### src/rtl/io_map_pkg.sv
// io_map_pkg: store-side IO address map, command encodings and the
// per-channel sequencer state type shared by io_write_ctrl and io_chan_fsm.
package io_map_pkg;

  localparam logic [14:0] IO_SD_ADDR    = 15'h4010;
  localparam logic [14:0] IO_SD_CMD     = 15'h4018;
  localparam logic [14:0] IO_DDR2_ADDR  = 15'h4020;
  localparam logic [14:0] IO_DDR2_WDATA = 15'h4024;
  localparam logic [14:0] IO_DDR2_CMD   = 15'h4028;
  localparam logic [14:0] IO_LED        = 15'h4040;
  localparam logic [14:0] IO_SEG        = 15'h4044;

  localparam logic [1:0] CMD_NOP = 2'b00;
  localparam logic [1:0] CMD_RD  = 2'b01;
  localparam logic [1:0] CMD_WR  = 2'b10;
  localparam logic [1:0] CMD_ILL = 2'b11;

  typedef enum logic [1:0] {
    ST_IDLE = 2'd0,
    ST_REQ  = 2'd1,
    ST_WAIT = 2'd2
  } chan_state_t;

endpackage

### src/rtl/io_chan_fsm.sv
// io_chan_fsm: one peripheral channel's req/ack/done sequencer.
// Ports: clk, rst, cmd_we/cmd (accepted command store), ack, op_done
// (controller handshake in), req, rw, busy, done, err (state out).
module io_chan_fsm
  import io_map_pkg::*;
(
  input  logic       clk,
  input  logic       rst,
  input  logic       cmd_we,
  input  logic [1:0] cmd,
  input  logic       ack,
  input  logic       op_done,
  output logic       req,
  output logic       rw,
  output logic       busy,
  output logic       done,
  output logic       err
);

  chan_state_t state, state_d;
  logic        rw_d, done_d, err_d;

  always_ff @(posedge clk or posedge rst) begin
    if (rst) begin
      state <= ST_IDLE;
      rw    <= 1'b0;
      done  <= 1'b0;
      err   <= 1'b0;
    end else begin
      state <= state_d;
      rw    <= rw_d;
      done  <= done_d;
      err   <= err_d;
    end
  end

  always_comb begin
    state_d = state;
    rw_d    = rw;
    done_d  = done;
    err_d   = err;
    unique case (state)
      ST_IDLE: begin
        if (cmd_we) begin
          if (cmd == CMD_RD || cmd == CMD_WR) begin
            state_d = ST_REQ;
            rw_d    = (cmd == CMD_WR);
            done_d  = 1'b0;
            err_d   = 1'b0;
          end else if (cmd == CMD_ILL) begin
            err_d = 1'b1;
          end
        end
      end
      ST_REQ: begin
        // done alone is ignored here; only an ack can carry it
        if (ack) begin
          if (op_done) begin
            state_d = ST_IDLE;
            done_d  = 1'b1;
          end else begin
            state_d = ST_WAIT;
          end
        end
      end
      ST_WAIT: begin
        if (op_done) begin
          state_d = ST_IDLE;
          done_d  = 1'b1;
        end
      end
      default: state_d = ST_IDLE;
    endcase
  end

  assign req  = (state == ST_REQ);
  assign busy = (state != ST_IDLE);

endmodule

### src/rtl/io_write_ctrl.sv
// io_write_ctrl: IO-window store decoder, LED/SEG/SD/DDR2 registers,
// DMEM write gating, command stall and SD/DDR2 status words.
module io_write_ctrl
  import io_map_pkg::*;
(
  input  logic        clk,
  input  logic        rst,
  input  logic [31:0] addr,
  input  logic [31:0] wdata,
  input  logic        we,
  output logic        dmem_we,
  output logic        stall,
  output logic [15:0] led,
  output logic [31:0] seg,
  output logic [31:0] sd_addr,
  output logic        sd_req,
  output logic        sd_rw,
  input  logic        sd_ack,
  input  logic        sd_done,
  output logic [31:0] ddr2_addr,
  output logic [31:0] ddr2_wdata,
  output logic        ddr2_req,
  output logic        ddr2_rw,
  input  logic        ddr2_ack,
  input  logic        ddr2_done,
  output logic [31:0] sd_status,
  output logic [31:0] ddr2_status
);

  logic [14:0] a;
  logic        hit_sd_addr, hit_sd_cmd, hit_ddr_addr;
  logic        hit_ddr_wdata, hit_ddr_cmd, hit_led, hit_seg;
  logic        mapped;
  logic        sd_busy, sd_dn, sd_er;
  logic        dd_busy, dd_dn, dd_er;
  logic        addr_unused;

  // upper address bits do not take part in the IO decode
  assign a           = addr[14:0];
  assign addr_unused = ^addr[31:15];

  assign hit_sd_addr   = (a == IO_SD_ADDR);
  assign hit_sd_cmd    = (a == IO_SD_CMD);
  assign hit_ddr_addr  = (a == IO_DDR2_ADDR);
  assign hit_ddr_wdata = (a == IO_DDR2_WDATA);
  assign hit_ddr_cmd   = (a == IO_DDR2_CMD);
  assign hit_led       = (a == IO_LED);
  assign hit_seg       = (a == IO_SEG);

  assign mapped = hit_sd_addr | hit_sd_cmd | hit_ddr_addr
                | hit_ddr_wdata | hit_ddr_cmd | hit_led | hit_seg;

  assign dmem_we = we & ~mapped;
  assign stall   = we & ((hit_sd_cmd & sd_busy)
                       | (hit_ddr_cmd & dd_busy));

  always_ff @(posedge clk or posedge rst) begin
    if (rst) begin
      led        <= '0;
      seg        <= '0;
      sd_addr    <= '0;
      ddr2_addr  <= '0;
      ddr2_wdata <= '0;
    end else if (we) begin
      if (hit_led)       led        <= wdata[15:0];
      if (hit_seg)       seg        <= wdata;
      if (hit_sd_addr)   sd_addr    <= wdata;
      if (hit_ddr_addr)  ddr2_addr  <= wdata;
      if (hit_ddr_wdata) ddr2_wdata <= wdata;
    end
  end

  io_chan_fsm u_sd (
    .clk     (clk),
    .rst     (rst),
    .cmd_we  (we & hit_sd_cmd & ~sd_busy),
    .cmd     (wdata[1:0]),
    .ack     (sd_ack),
    .op_done (sd_done),
    .req     (sd_req),
    .rw      (sd_rw),
    .busy    (sd_busy),
    .done    (sd_dn),
    .err     (sd_er)
  );

  io_chan_fsm u_ddr2 (
    .clk     (clk),
    .rst     (rst),
    .cmd_we  (we & hit_ddr_cmd & ~dd_busy),
    .cmd     (wdata[1:0]),
    .ack     (ddr2_ack),
    .op_done (ddr2_done),
    .req     (ddr2_req),
    .rw      (ddr2_rw),
    .busy    (dd_busy),
    .done    (dd_dn),
    .err     (dd_er)
  );

  assign sd_status   = {29'b0, sd_er, sd_dn, sd_busy};
  assign ddr2_status = {29'b0, dd_er, dd_dn, dd_busy};

endmodule
### config.mk
export PLATFORM = sky130hd
export DESIGN_NAME = io_write_ctrl
export DESIGN_NICKNAME = d
export VERILOG_FILES = /design/src/rtl/io_map_pkg.sv /design/src/rtl/io_chan_fsm.sv /design/src/rtl/io_write_ctrl.sv
export SDC_FILE = /design/constraint.sdc
export NUM_CORES = 1
export LEC_CHECK = 0
export CAP_MARGIN = 20
export CORE_MARGIN = 5
export CORE_UTILIZATION = 43
export DETAILED_ROUTE_END_ITERATION = 6
export GPL_TIMING_DRIVEN = 0
export PLACE_DENSITY = 0.83
export SKIP_LAST_GASP = 1
export SLEW_MARGIN = 20
export SYNTH_ARGS = -nofsm -noshare
export SYNTH_HDL_FRONTEND = slang
export SYNTH_HIERARCHICAL = 1
export SYNTH_SLANG_ARGS = --single-unit
### constraint.sdc
create_clock -name clk -period 6.57 [get_ports clk]
set_input_delay 1.971 -clock clk [delete_from_list [all_inputs] [get_ports clk]]
set_output_delay 1.971 -clock clk [all_outputs]
set_load 0.005 [all_outputs]
### Yosys cells after proc, flatten, opt, wreduce, memory -nomap -nowiden

Index checks and enable logic that the tools add are counted.

* equal/unequal tests: 22
* mux-type cells: 22
* bitwise operators: 18
* reductions and logical operators: 21

Operators with widths (number)
* $eq A15 B15 Y1 const B: 7
* $mux W2: 9
* $reduce_and A4 Y1: 4
* $ne A2 B1 Y1 const B: 6
* $pmux W2 S3: 2
* $reduce_and A3 Y1: 4
* $reduce_and A2 Y1: 5
* $mux W1: 9
* $and A1 B1 Y1: 8
* $eq A2 B2 Y1 const B: 4
* $or A1 B1 Y1: 7
* $eq A2 B1 Y1 const B: 3
* $pmux W1 S3: 2
* $reduce_bool A2 Y1: 3
* $reduce_bool A3 Y1: 2
* $logic_not A2 Y1: 2
* $ne A2 B2 Y1 const B: 2
* $not A1 Y1: 3
* $logic_or A1 B1 Y1: 1

* input port bits: 71
* flip-flop bits (word level): 154
* output and inout port bits: 214

### Depth between registers and ports, before layout

* depth in word-level cells: 9
* mapped depth: 7
* mapped depth without buffers: 7

### By module

The synthesis kept the hierarchy.

By module, submodules not included
* io_write_ctrl: cells each 400, area each 6048.3 sq um, instances 1
* io_chan_fsm at u_sd: cells each 39, area each 389.1 sq um, instances 1
* io_chan_fsm at u_ddr2: cells each 39, area each 380.4 sq um, instances 1

### Least setup slack after synthesis

Ideal clock, no wire load.

* path kind: input port to output port
* start point: in addr[10]
* end point: out stall
* setup slack: 1681 ps
* arrival time: 2918 ps
* required time: 4599 ps
* stages on the path: 4
* buffers on the path: 0
* path through: nor4b_4 > and2_1 > nand4_1 > a21boi_0

* cells in the longest elaborated chain, start to end: 4

Ends and longest elaborated chain
* start: declaration: line io_write_ctrl.sv:8 `input logic [31:0] addr,`
* $eq A15 B15 Y1 (on tied branches): line io_write_ctrl.sv:43, io_write_ctrl.sv:46
* $and A1 B1 Y1 (on tied branches): line io_write_ctrl.sv:54, io_write_ctrl.sv:55
* $or A1 B1 Y1 *: line io_write_ctrl.sv:55 `| (hit_ddr_cmd & dd_busy));`
* $and A1 B1 Y1 *: line io_write_ctrl.sv:54 `assign stall = we & ((hit_sd_cmd & sd_busy)`
* end: declaration: line io_write_ctrl.sv:12 `output logic stall,`

Every way passes the cells marked *; elsewhere a longest branch is shown, timed or not.

### Worst setup path in the final report

Ends and elaborated chain as after synthesis.

==> results.ini <==
[cells_and_area]
fin_cells = 993
ff_latch_area_sq_mm = 0.003854
n_antenna_cell = 0
multiInputGateArea_sq_mm = 0.002572
drive_gt1_share_pct = 32.43
syn2layout_area_growth_pct = 46.89
nets = 848
final_common_cell = clkdlybuf4s50_1
fillers = 1176
final_cell_mix = clkdlybuf4s50_1 (209), dfrtp_1 (154), mux2_2 (131)

[timing]
post-route-min-period_ns = 6.052
fmax_mhz = 165.2
hold_violations = 0
clock_skew_ns = 0.004235
worst_pin_slew_ns = 0.6316
setup_violations = 0
layout_setup_ws_ns = 0.5176
rsz0062_at_grt = false
finalSetupTns_ns = 0
finalCritPeriodShare_pct = 92.12
maxSlewViolCount = 0
relSlewSlack_pct = 57.30

[clock_tree]
cts_setup_buffers = 0
clock_sinks = 154
cts_tree = built
clk_pin_slew_ns = 0.06
numCtsBuffers = 17
insertion_delay_ns = 0.41
cts-root-buf = clkbuf_16
post_cts_resized = 0
cts_buffer_depth = 2
htree_levels = 4
hold_buffers = 0

[worst_setup_path]
regToRegSetupSlack_ns = 4.25
worstSetupPathType = in2out
worst_ep_required_time_ns = 4.60
end_kind = primary output
slowest_delay_ns = 0.55
cp_common_cell = clkdlybuf4s50_1
critPathTopFamily = buffers and inverters
rr_startpoint = u_sd/state[1]
crit_chain = clkdlybuf4s50_1 > nor4b_4 > and2_1 > nand4_1 > a21boi_0 > clkdlybuf4s50_1
critPathSlowestCell = clkdlybuf4s50_1
path_buf_inv = 2
r2r-end = u_sd/state[0]
worst_setup_path_start_kind = input port
r2r_cells = 7
arrival_ns = 4.08
path_max_fanout = 8
cp.depth = 6

[die]
initial_utilization_pct = 43.39
row_count = 46
dieHeight_microns = 135.9
core-area_sq_mm = 0.01571
io_pins = 285
die-area_sq_mm = 0.01847
die_w_microns = 135.9

[synthesis]
ys_seq_area_share_pct = 56.52
synth_cell_type_count = 46
synth_top_cell_by_area = dfrtp_1
synth_edf_count = 0
async_reset_ff_share_pct = 100.0
synth.top_cell.area_share_pct = 56.52
syn-instance-count = 478
synth.avg_cell_area_sq_um = 14.26
yosys_most_used_dff = dfrtp_1
synth_warnings = 6
synth.cell_area_sq_mm = 0.006818
ys_seq_elements = 154
synth_area_leaders = dfrtp_1 (57%), mux2_2 (22%), buf_4 (7.0%), mux2_1 (2.6%), ha_1 (2.4%)

[global_route]
antenna_found_initial = 0
grt_pass1_wl_microns = 28580
grt_pass1_vias = 5204
grt_overflow_total = 0
grt_use_total_pct = 20.18
grt_max_degree = 110

[worst_hold_path]
whs_endpoint = ddr2_addr[30]
hold_path_depth = 1
min_path_type = reg2reg
hp-start = ddr2_addr[30]

[placement]
dp_slack_ns = 0.5272
port_buffers = 209
hpwl_microns = 13680
gp_congestion = 0.7666
placed_cells = 961

[detailed_routing]
avgViaCountPerCell = 4.727
dr.first_iter.drc_count = 139
wl_per_cell_microns = 18.45
detail-route-antenna-nets = 0
totalWireLength_microns = 18320
first_pass_iters = 4
drcViolationCount = 0
via_count = 4694

[power]
p_per_area_mw_per_mm2 = 227.6
ir_worst_vdd_uv = 159.3
leakage_nw = 4.963

[job]
drv_cap = 0

[run_status]
status = finished, final reports clean

## power breakdown
group | total (mW) | internal (mW) | switching (mW)
Clock | 0.959 | 0.553 | 0.407
Combinational | 0.343 | 0.175 | 0.168
Sequential | 0.977 | 0.964 | 0.0133
Total | 2.28 | 1.69 | 0.588
## synthesized netlist by cell type (all sizes together) (2+ instances only)
| master | n |
|---|---|
| and2 | 2 |
| nand2b | 2 |
| nand3 | 4 |
| nand4 | 8 |
| nor4 | 5 |
| nand2 | 4 |
| nor3 | 3 |
| nor4b | 6 |
| mux2 | 147 |
| or2 | 2 |
| o41ai | 2 |
| nor2 | 2 |
| nor2b | 5 |
| xnor2 | 2 |
| dfrtp | 154 |
| o31ai | 2 |
| buf | 77 |
| nor3b | 3 |
| inv | 16 |
| ha | 13 |
| o21ai | 3 |
| and2b | 2 |
## logic make-up (layout without fill, tap and decap cells)
family          after synthesis  after routing  share of synthesized area [%]
flops                       154            154                          56.52
simple gates                 51             51                          5.671
buf+inv                      93            335                          8.882
xor+xnor                      2              2                         0.2570
compound gates               16             16                          1.799
fa+ha+maj                    13             13                          2.386
other cells                   1             58                        0.05500
mux                         148            148                          24.43
## state kept, by name (all words and copies together) (netlist names)
register,flops
ddr2_addr,32
ddr2_wdata,32
led,16
sd_addr,32
seg,32
u_ddr2/done,1
u_ddr2/err,1
u_ddr2/rw,1
u_ddr2/state,2
u_sd/done,1
u_sd/err,1
u_sd/rw,1
u_sd/state,2
## metal layers
metal  up-vias  routed length [microns]  GRT usage, %
li1       2139                        -             -
met1      2317                     6648         21.57
met2       206                     9159         34.62
met3        32                     2076         9.548
met4         0                      431         7.839
met5         -                        0             0
## how the worst max path moves through the flow
stage                   from       endpoint  slack [ns]
floorplan                rst   ddr2_addr[0]        0.73
global placement         rst  ddr2_wdata[9]       -1.01
detailed placement  addr[10]          stall        0.53
CTS                 addr[10]          stall        0.51
global route        addr[10]          stall        0.34
finish              addr[10]          stall        0.52
## layout make-up
| class | count | area share, % |
|---|---|---|
| plain buffers | 77 | 5.447 |
| clock buffers | 20 | 4.560 |
| clock inverters | 12 | 1.287 |
| inverters | 16 | 0.6747 |
| multi-input cells | 288 | 25.69 |
| flip-flops and latches | 154 | 38.48 |
| well taps | 216 | 2.699 |
| repair buffers | 210 | 21.16 |
## per-stage QoR
step	power, mW	instance area [sq um]	hold slack [ns]	util, %
floorplan	1.194	7032	0.4738	-
global placement	1.303	9394	0.4746	59.79
detailed placement	1.331	9429	0.4836	60.01
CTS	2.301	10010	0.5013	63.74
global route	2.377	10010	0.5125	63.74
finish	2.279	10010	0.4981	63.74
No activity file was read; power rests on OpenSTA's default activity.
